--- src/rtl/acm_cmd_pkg.sv ---
// Shared command/response codes, FSM state encoding and helpers for the ACM command bridge.
package acm_cmd_pkg;

    typedef enum logic [2:0] {
        ST_IDLE     = 3'd0,
        ST_GET_ADDR = 3'd1,
        ST_GET_DATA = 3'd2,
        ST_BUS_WR   = 3'd3,
        ST_BUS_RD   = 3'd4,
        ST_SEND     = 3'd5
    } state_t;

    localparam logic [7:0] CMD_WRITE = 8'h57;
    localparam logic [7:0] CMD_READ  = 8'h52;
    localparam logic [7:0] CMD_PING  = 8'h50;
    localparam logic [7:0] RSP_ACK   = 8'h06;
    localparam logic [7:0] RSP_NAK   = 8'h15;

    // Saturating increment used for the error counter.
    function automatic logic [7:0] sat_inc(input logic [7:0] value);
        return (value == 8'hFF) ? value : value + 8'd1;
    endfunction

endpackage

--- src/rtl/acm_cmd_timer.sv ---
// Shared timeout counter: counts enabled cycles, pulses expire on the TIMEOUT-th one.
module acm_cmd_timer #(
    parameter int TIMEOUT = 24000
) (
    input  logic clk,
    input  logic rst_n,
    input  logic clear,
    input  logic enable,
    output logic expire
);

    localparam int W = $clog2(TIMEOUT + 1);
    localparam logic [W-1:0] LIMIT = W'(TIMEOUT - 1);

    logic [W-1:0] cnt;

    assign expire = enable && (cnt == LIMIT);

    always_ff @(posedge clk or negedge rst_n) begin
        if (!rst_n) begin
            cnt <= '0;
        end else if (clear) begin
            cnt <= '0;
        end else if (enable && !expire) begin
            cnt <= cnt + W'(1);
        end
    end

endmodule

--- src/rtl/acm_cmd_bridge.sv ---
// Byte-command to register-bus bridge: W addr data / R addr / P, one response byte per command.
module acm_cmd_bridge
    import acm_cmd_pkg::*;
#(
    parameter int TIMEOUT = 24000
) (
    input  logic       clk,
    input  logic       rst_n,
    input  logic [7:0] rx_data,
    input  logic       rx_val,
    output logic       rx_rdy,
    output logic [7:0] tx_data,
    output logic       tx_val,
    input  logic       tx_rdy,
    output logic [7:0] bus_addr,
    output logic [7:0] bus_wdata,
    output logic       bus_we,
    output logic       bus_re,
    input  logic [7:0] bus_rdata,
    input  logic       bus_ack,
    output logic [7:0] err_cnt,
    output state_t     dbg_state
);

    // Handshake: a byte moves only on rx_val && rx_rdy, a response only on tx_val && tx_rdy.
    state_t     state, state_n;
    logic       is_read, is_read_n;
    logic [7:0] addr_n, wdata_n, tx_data_n, err_n;
    logic       rx_fire, tx_fire, expire, tmr_clear, tmr_en, err_evt;

    assign dbg_state = state;
    assign rx_rdy    = rst_n && (state == ST_IDLE || state == ST_GET_ADDR || state == ST_GET_DATA);
    assign tx_val    = (state == ST_SEND);
    assign bus_we    = (state == ST_BUS_WR);
    assign bus_re    = (state == ST_BUS_RD);
    assign rx_fire   = rx_val && rx_rdy;
    assign tx_fire   = tx_val && tx_rdy;

    assign tmr_en    = (state == ST_GET_ADDR) || (state == ST_GET_DATA) ||
                       (state == ST_BUS_WR)   || (state == ST_BUS_RD);
    assign tmr_clear = rx_fire || (state_n != state);

    acm_cmd_timer #(.TIMEOUT(TIMEOUT)) u_timer (
        .clk    (clk),
        .rst_n  (rst_n),
        .clear  (tmr_clear),
        .enable (tmr_en),
        .expire (expire)
    );

    always_comb begin
        state_n   = state;
        is_read_n = is_read;
        addr_n    = bus_addr;
        wdata_n   = bus_wdata;
        tx_data_n = tx_data;
        err_evt   = 1'b0;
        case (state)
            ST_IDLE: begin
                if (rx_fire) begin
                    case (rx_data)
                        CMD_WRITE: begin is_read_n = 1'b0; state_n = ST_GET_ADDR; end
                        CMD_READ:  begin is_read_n = 1'b1; state_n = ST_GET_ADDR; end
                        CMD_PING:  begin tx_data_n = RSP_ACK; state_n = ST_SEND; end
                        default: begin
                            tx_data_n = RSP_NAK;
                            state_n   = ST_SEND;
                            err_evt   = 1'b1;
                        end
                    endcase
                end
            end
            ST_GET_ADDR: begin
                // An accepted byte beats a timeout landing in the same cycle.
                if (rx_fire) begin
                    addr_n  = rx_data;
                    state_n = is_read ? ST_BUS_RD : ST_GET_DATA;
                end else if (expire) begin
                    state_n = ST_IDLE;
                    err_evt = 1'b1;
                end
            end
            ST_GET_DATA: begin
                if (rx_fire) begin
                    wdata_n = rx_data;
                    state_n = ST_BUS_WR;
                end else if (expire) begin
                    state_n = ST_IDLE;
                    err_evt = 1'b1;
                end
            end
            ST_BUS_WR: begin
                if (bus_ack) begin
                    tx_data_n = RSP_ACK;
                    state_n   = ST_SEND;
                end else if (expire) begin
                    tx_data_n = RSP_NAK;
                    state_n   = ST_SEND;
                    err_evt   = 1'b1;
                end
            end
            ST_BUS_RD: begin
                if (bus_ack) begin
                    tx_data_n = bus_rdata;
                    state_n   = ST_SEND;
                end else if (expire) begin
                    tx_data_n = RSP_NAK;
                    state_n   = ST_SEND;
                    err_evt   = 1'b1;
                end
            end
            ST_SEND: begin
                if (tx_fire) state_n = ST_IDLE;
            end
            default: state_n = ST_IDLE;
        endcase
        err_n = err_evt ? sat_inc(err_cnt) : err_cnt;
    end

    always_ff @(posedge clk or negedge rst_n) begin
        if (!rst_n) begin
            state     <= ST_IDLE;
            is_read   <= 1'b0;
            bus_addr  <= 8'h00;
            bus_wdata <= 8'h00;
            tx_data   <= 8'h00;
            err_cnt   <= 8'h00;
        end else begin
            state     <= state_n;
            is_read   <= is_read_n;
            bus_addr  <= addr_n;
            bus_wdata <= wdata_n;
            tx_data   <= tx_data_n;
            err_cnt   <= err_n;
        end
    end

endmodule

--- config.mk ---
export PLATFORM = sky130hd
export DESIGN_NAME = acm_cmd_bridge
export DESIGN_NICKNAME = d
export VERILOG_FILES = /design/src/rtl/acm_cmd_pkg.sv /design/src/rtl/acm_cmd_timer.sv /design/src/rtl/acm_cmd_bridge.sv
export SDC_FILE = /design/constraint.sdc
export NUM_CORES = 1
export LEC_CHECK = 0
export BUFFER_PORTS_ARGS = -buffer_cell sky130_fd_sc_hd__buf_4
export CORE_MARGIN = 4
export CORE_UTILIZATION = 40
export CTS_BUF_LIST = sky130_fd_sc_hd__clkbuf_8 sky130_fd_sc_hd__clkbuf_16
export CTS_CLUSTER_SIZE = 10
export DETAILED_ROUTE_END_ITERATION = 7
export GPL_ROUTABILITY_DRIVEN = 0
export GPL_TIMING_DRIVEN = 0
export SYNTH_ARGS = -nofsm -noshare
export SYNTH_HDL_FRONTEND = slang
export SYNTH_SLANG_ARGS = --single-unit
--- constraint.sdc ---
create_clock -name clk -period 2.95 [get_ports clk]
set_input_delay 0.1475 -clock clk [delete_from_list [all_inputs] [get_ports clk]]
set_output_delay 0.1475 -clock clk [all_outputs]
set_load 0.005 [all_outputs]
==> out/summary.txt, run 1 <==
Status: complete, no violations
Count of antenna-violating nets left after detailed routing: 0
Yosys cell types: 52
First-pass GRT wire length: 10.9 mm
Max rail drop VDD: 0.000418 V
Die Span X: 91.0 um
Nets: 357
CP startpoint kind: primary input
Syn nets: 292
HP Class: in -> reg
Crit end category: flip-flop
Max Slew Vio Count: 0
RSZ-0062 raised after global routing: false
Area grow syn2layout: 24.2%
Total iterations of the first detailed-routing run: 4
Max stage delay on crit path: 680 ps
CTS tree: yes
Register bit total from synthesis: 51
Largest net degree at the start of global routing: 58
Post-route minimum period: 2460 ps
Rows: 29
CP Max Fanout: 57
Async SR Flop Fraction: 1.00
Crit path arrival time: 2660 ps
WS Path Type: in -> reg
Drt first-iter violations: 118
Mapped Cells: 269
H-tree Lvls: 2
CP Cell Sequence: dlygate4sd3_1 -> buf_4 -> nand3b_1 -> nor2_1 -> mux2_2
Number of flops mapped to enable cells by yosys: 0
Final Cell Area: 0.00342 mm2
Vias in the first global route: 2275
Post-DR wirelength/cell: 15.2 um
Worst EP required: 3150 ps
Vias: 2212
Setup violators final: 0
Final Hold Viols: 0
Place WS: 614 ps
Fin worst setup slack: 488 ps
Initial antenna violation count: 0
WHS: 63.1 ps
Starting density of the core: 0.422
Die height: 91.0 um
Syn_area_per_cell: 10.3 um2
CTS Root Cell: clkbuf_8
P_leak: 1.63 nW
Slew HR: 0.476
Core area: 0.00653 mm2
DRT Wirelength: 6.25 mm
Clock buffer depth: 2
Util after Layout: 0.524
Setup TNS: 0 ps
PD cells: 791 mW/mm2
# IOs: 60
Mapped Area: 0.00276 mm2
Fin crit share: 0.834
CTS sink cnt: 51
Synth warnings: 0
F_max: 406 MHz
Register clock-pin slew on the reported worst setup and hold paths: 90 ps
Clock Skews: 3.29 ps
GRT overflow: 0
Clk Latency, worst-skew pair: 300 ps
Placed instance area: 0.00328 mm2
CP max-delay cell: nor2_1
Max cap viols: 0
CTS-repair resized insts: 0
Worst-margin pin slew: 783 ps
Top_reg_cell synth: dfrtp_1
Remaining DRCs: 0
Avg Vias per Cell: 5.37
PortBufs: 57
GRT Overall Usage: 0.159
Seq/Total Area, Yosys: 0.463
# diodes: 0
CTS Buf Count: 5
Layout cell share with drive strength beyond 1: 0.304
DIE AREA: 0.00829 mm2
Post-DP HPWL: 4.61 mm
-- flip-flops by register name, indices dropped and copies added (netlist names) --
signal,cells
u_timer.cnt,15
is_read,1
tx_data,8
err_cnt,8
bus_wdata,8
bus_addr,8
dbg_state,3
-- final timing paths --
kind,start,end,slack (ps),depth (start not counted)
setup / recovery,rst_n,bus_addr[3]$_DFFE_PN0P_,490,5
hold / removal,bus_rdata[5],tx_data[5]$_DFFE_PN0P_,60,2
setup reg to reg,dbg_state[0]$_DFF_PN0_,bus_addr[3]$_DFFE_PN0P_,790,5
hold reg to reg,err_cnt[5]$_DFFE_PN0P_,err_cnt[5]$_DFFE_PN0P_,500,1
max in group asynchronous,rst_n,err_cnt[3]$_DFFE_PN0P_,2060,2
min in group asynchronous,rst_n,bus_wdata[5]$_DFFE_PN0P_,430,2
-- routing by layer --
| metal | global-route usage | vias to the layer above | share of wire |
|---|---|---|---|
| li1 | - | 1087 | - |
| met3 | 0.0331 | 7 | 0.039 |
| met4 | 0.0377 | 0 | 0.010 |
| met5 | 0 | - | 0 |
| met1 | 0.225 | 1078 | 0.48 |
| met2 | 0.250 | 40 | 0.47 |
-- what timing repair did --
| item | CTS | global route |
|---|---|---|
| buffers inserted | 0 | 0 |
| endpoints found under the hold margin | 51 | 0 |
| hold buffers | 1 | 0 |
-- metrics by stage --
stage / power [mW] / instances
final: 2.71 / 412
after global routing: 2.92 / 412
after CTS: 2.74 / 412
after detailed placement: 2.17 / 403
after global placement: 2.15 / 403
after floorplan: 1.67 / 269
-- kinds of logic after synthesis --
family,Yosys count,synth area share
flops,51,0.463
xor+xnor,20,0.0635
buf+inv,15,0.0290
simple gates,115,0.239
mux,18,0.0730
fa+ha+maj,2,0.00907
compound gates,48,0.123
-- layout by cell type (no fill, tap or decap), drive strengths merged, types with 3 or more instances in the layout --
cell type   n
a21oi      14
a22o        4
and2        3
and3        7
buf        64
clkbuf      7
dfrtp      51
inv         7
mux2       17
nand2      28
nand2b      5
nand3      13
nand3b      4
nand4       5
nor2       30
nor2b       4
nor3        4
o21ai      10
o22ai       3
o31ai       4
xnor2       8
xor2       12
-- synthesized netlist by cell type, drive strengths merged (2+ instances only) --
library cell  count  area (um2)
and3              7        43.8
nor2b             4        25.0
clkbuf            2        7.51
nand3b            4        42.5
a21oi            14        70.1
a31oi             2        12.5
o22ai             3        25.0
mux2             17         191
buf               7        50.1
ha                2        25.0
nor2             30         118
nor4b             2        30.0
nand4             5        37.5
a21o              2        15.0
xor2             12         105
inv               6        22.5
nand2b            5        31.3
xnor2             8        70.1
dfrtp            51        1280
nand2            28         105
or3               2        17.5
nor3b             2        15.0
nand3            13        70.1
nor3              4        20.0
and2              3        18.8
o21ai            10        50.1
o41ai             2        17.5
o31ai             4        43.8
a22o              4        35.0
-- worst max-delay path: cells and delay by family --
family / cells / cell delay [ps]
buffers and inverters: 2 / 1090
multiplexers: 1 / 410
AND/OR/NAND/NOR: 2 / 990
-- report_power, final --
part           internal (mW)  total (mW)  switching, mW
sequential             0.886        1.02          0.135
combinational          0.578        1.12          0.540
clock                  0.336       0.571          0.235
total                   1.80        2.71          0.910
-- cell type report --
type,count,area [um2]
sequential,51,1280
buffer,9,57.6
multi-input combinational,203,1400
clock inverter,3,63.8
fill,619,3110
clock buffer,5,68.8
inverter,6,22.5
tap,77,96.3
timing repair buffer,58,438
No activity file was read; power rests on OpenSTA's default activity.
==> run 2, diff against run 1 <==
==> constraint.sdc (replaced) <==
create_clock -name clk -period 2.1 [get_ports clk]
set_input_delay 0.105 -clock clk [delete_from_list [all_inputs] [get_ports clk]]
set_output_delay 0.105 -clock clk [all_outputs]
set_load 0.005 [all_outputs]
==> out/summary.txt, run 2 (synthesis gave the netlist of run 1 again) <==
Status: complete, but fails checks
Failing checks: hold timing
Placed instance area: 0.00328 mm2 (unchanged)
Commonest non-fill, non-tap cell in the layout: buf_4
Die height: 91.0 um (unchanged)
Vias: 2263 (+2.3%)
Worst-margin pin slew: 699 ps (-83.8 ps)
WS Path Type: reg -> reg
GRT overflow: 0 (unchanged)
Post-route insts no fill: 419 (+1.7%)
CP startpoint kind: flip-flop
HP Class: in -> async
Net load switching power: 1.33 mW (+46%)
Switching part of the total power: 0.337 (+0.000701)
Worst R2R Path Depth: 8 (+3)
Largest net degree at the start of global routing: 58 (unchanged)
CP Launch Point: u_timer.cnt[1]$_DFFE_PN0P_
Crit path arrival time: 2210 ps (-450 ps)
RSZ-0062 raised after global routing: true
H-tree Lvls: 2 (unchanged)
Critical path endpoint: tx_data[1]$_DFFE_PN0P_
DRT Wirelength: 6.38 mm (+2.0%)
WHS: -157 ps (-221 ps)
Multi-input gate area: 0.00145 mm2 (+3.3%)
Layout cell share with drive strength beyond 1: 0.339 (+0.0347)
Final Hold Viols: 51 (+51)
Register clock-pin slew on the reported worst setup and hold paths: 90 ps (about the same)
Vias in the first global route: 2262 (-0.57%)
Max rail drop VDD: 0.000590 V (+41%)
Setup slack, reg-to-reg: 70 ps (-720 ps)
Placed cell count: 403 (unchanged)
Met3 Track Usage GR: 0.0331 (unchanged)
Reg area: 0.00128 mm2 (unchanged)
Reg power frac: 0.364 (-0.013)
Crit end category: flip-flop
First-pass GRT wire length: 10.8 mm (about the same)
Total iterations of the first detailed-routing run: 4 (unchanged)
Post-DR wirelength/cell: 15.2 um (+0.33%)
Clock Skews: 5.98 ps (+2.69 ps)
Final Cell Area: 0.00353 mm2 (+3.0%)
Worst EP required: 2290 ps (-860 ps)
Count of antenna-violating nets left after detailed routing: 0 (unchanged)
Setup violators final: 0 (unchanged)
Reg2reg end: tx_data[1]$_DFFE_PN0P_
Area grow syn2layout: 27.9%
Starting density of the core: 0.422 (unchanged)
# IOs: 60 (unchanged)
PortBufs: 57 (unchanged)
Int Pwr: 2.62 mW (+46%)
Max Slew Vio Count: 0 (unchanged)
CTS Root Cell: clkbuf_8
Global route hottest layer: met2
F_max: 493 MHz
Met1 usage: 0.226 (+0.00104)
Max reg flops: 15 (unchanged)
Max cap viols: 0 (unchanged)
CTS sink cnt: 51 (unchanged)
Avg Vias per Cell: 5.40 (+0.60%)
Clock buffer depth: 2 (unchanged)
CP Max Fanout: 8 (-86%)
Post-route minimum period: 2030 ps
Core area: 0.00653 mm2 (unchanged)
CTS tree: yes
GRT Overall Usage: 0.159 (-0.000175)
Die Span X: 91.0 um (unchanged)
Initial antenna violation count: 0 (unchanged)
Util after Layout: 0.540 (+0.0157)
Slew HR: 0.534 (+0.0578)
P_leak: 1.67 nW (+2.6%)
CTS Buf Count: 5 (unchanged)
R2r startpoint: u_timer.cnt[1]$_DFFE_PN0P_
Remaining DRCs: 0 (unchanged)
GR Util met2: 0.248 (-0.00184)
Clock power frac: 0.204 (-0.007)
Fin crit share: 0.965
Rows: 29 (unchanged)
Top reg by flops: u_timer.cnt
Fill cells: 611 (-1.3%)
Nets: 364 (+2.0%)
Post-DP HPWL: 4.61 mm (unchanged)
Drt first-iter violations: 136 (+15%)
# diodes: 0 (unchanged)
Logic pwr share: 0.432 (+0.019)
DIE AREA: 0.00829 mm2 (unchanged)
Commonest non-fill, non-tap cells in the layout: buf_4, dfrtp_1, nand2_1, nor2_1, mux2_2
PD cells: 1120 mW/mm2 (+42%)
Clk Latency, worst-skew pair: 310 ps (about the same)
## run 2: worst min path at each step
| stage | from | to | slack (ps) |
|---|---|---|---|
| final | rst_n | bus_wdata[5]$_DFFE_PN0P_ | -160 |
| after floorplan | rst_n | bus_addr[0]$_DFFE_PN0P_ | -190 |
| after global placement | rst_n | bus_wdata[5]$_DFFE_PN0P_ | 200 |
| after CTS | rst_n | bus_wdata[5]$_DFFE_PN0P_ | -120 |
| after global routing | rst_n | bus_addr[5]$_DFFE_PN0P_ | -110 |
| after detailed placement | rst_n | bus_wdata[5]$_DFFE_PN0P_ | 200 |
## run 2: worst max-delay path: stages (launching register included)
cell,delay (ps)
dfrtp_1,420
ha_4,170
nand4_1,140
nor4_4,340
buf_6,180
o22ai_2,80
or3_4,390
nand3b_1,100
o221ai_2,80
## run 2: final cells by class
type                       count  share of cell area
inverter                       6             0.00639
clock inverter                 3              0.0181
tap                           77              0.0273
timing repair buffer          65               0.138
buffer                         9              0.0181
sequential                    51               0.362
clock buffer                   5              0.0195
multi-input combinational    203               0.410
## run 2: repair_timing
| action | 4_1_cts | 5_1_grt |
|---|---|---|
| setup buffers | 0 | 8 |
| hold endpoints to repair | 51 | 51 |
| pin swaps | 0 | 6 |
| resized for setup | 1 | 10 |
| setup endpoints to repair | 8 | 18 |
## run 2: routing by layer
metal  wire (um)  part of all wire
met5           0                 0
met3         325             0.051
met4          67             0.011
met2        2960              0.46
met1        3030              0.47
## run 2: through the flow
step	setup WS, ps	setup TNS [ps]	power [mW]
finish	73.3	0	3.95
floorplan	274	0	2.34
global route	-39.5	-64.8	4.25
CTS	10.4	0	3.86
detailed placement	-193	-1740	3.04
global placement	-144	-1420	3.02
## run 2: power by group through the flow
stage / logic (mW) / registers (mW) / clock network (mW)
final: 1.71 / 1.44 / 0.805
after global routing: 1.90 / 1.48 / 0.866
after CTS: 1.60 / 1.44 / 0.823
after detailed placement: 1.59 / 1.45 / 0
after global placement: 1.57 / 1.45 / 0
after floorplan: 0.895 / 1.45 / 0
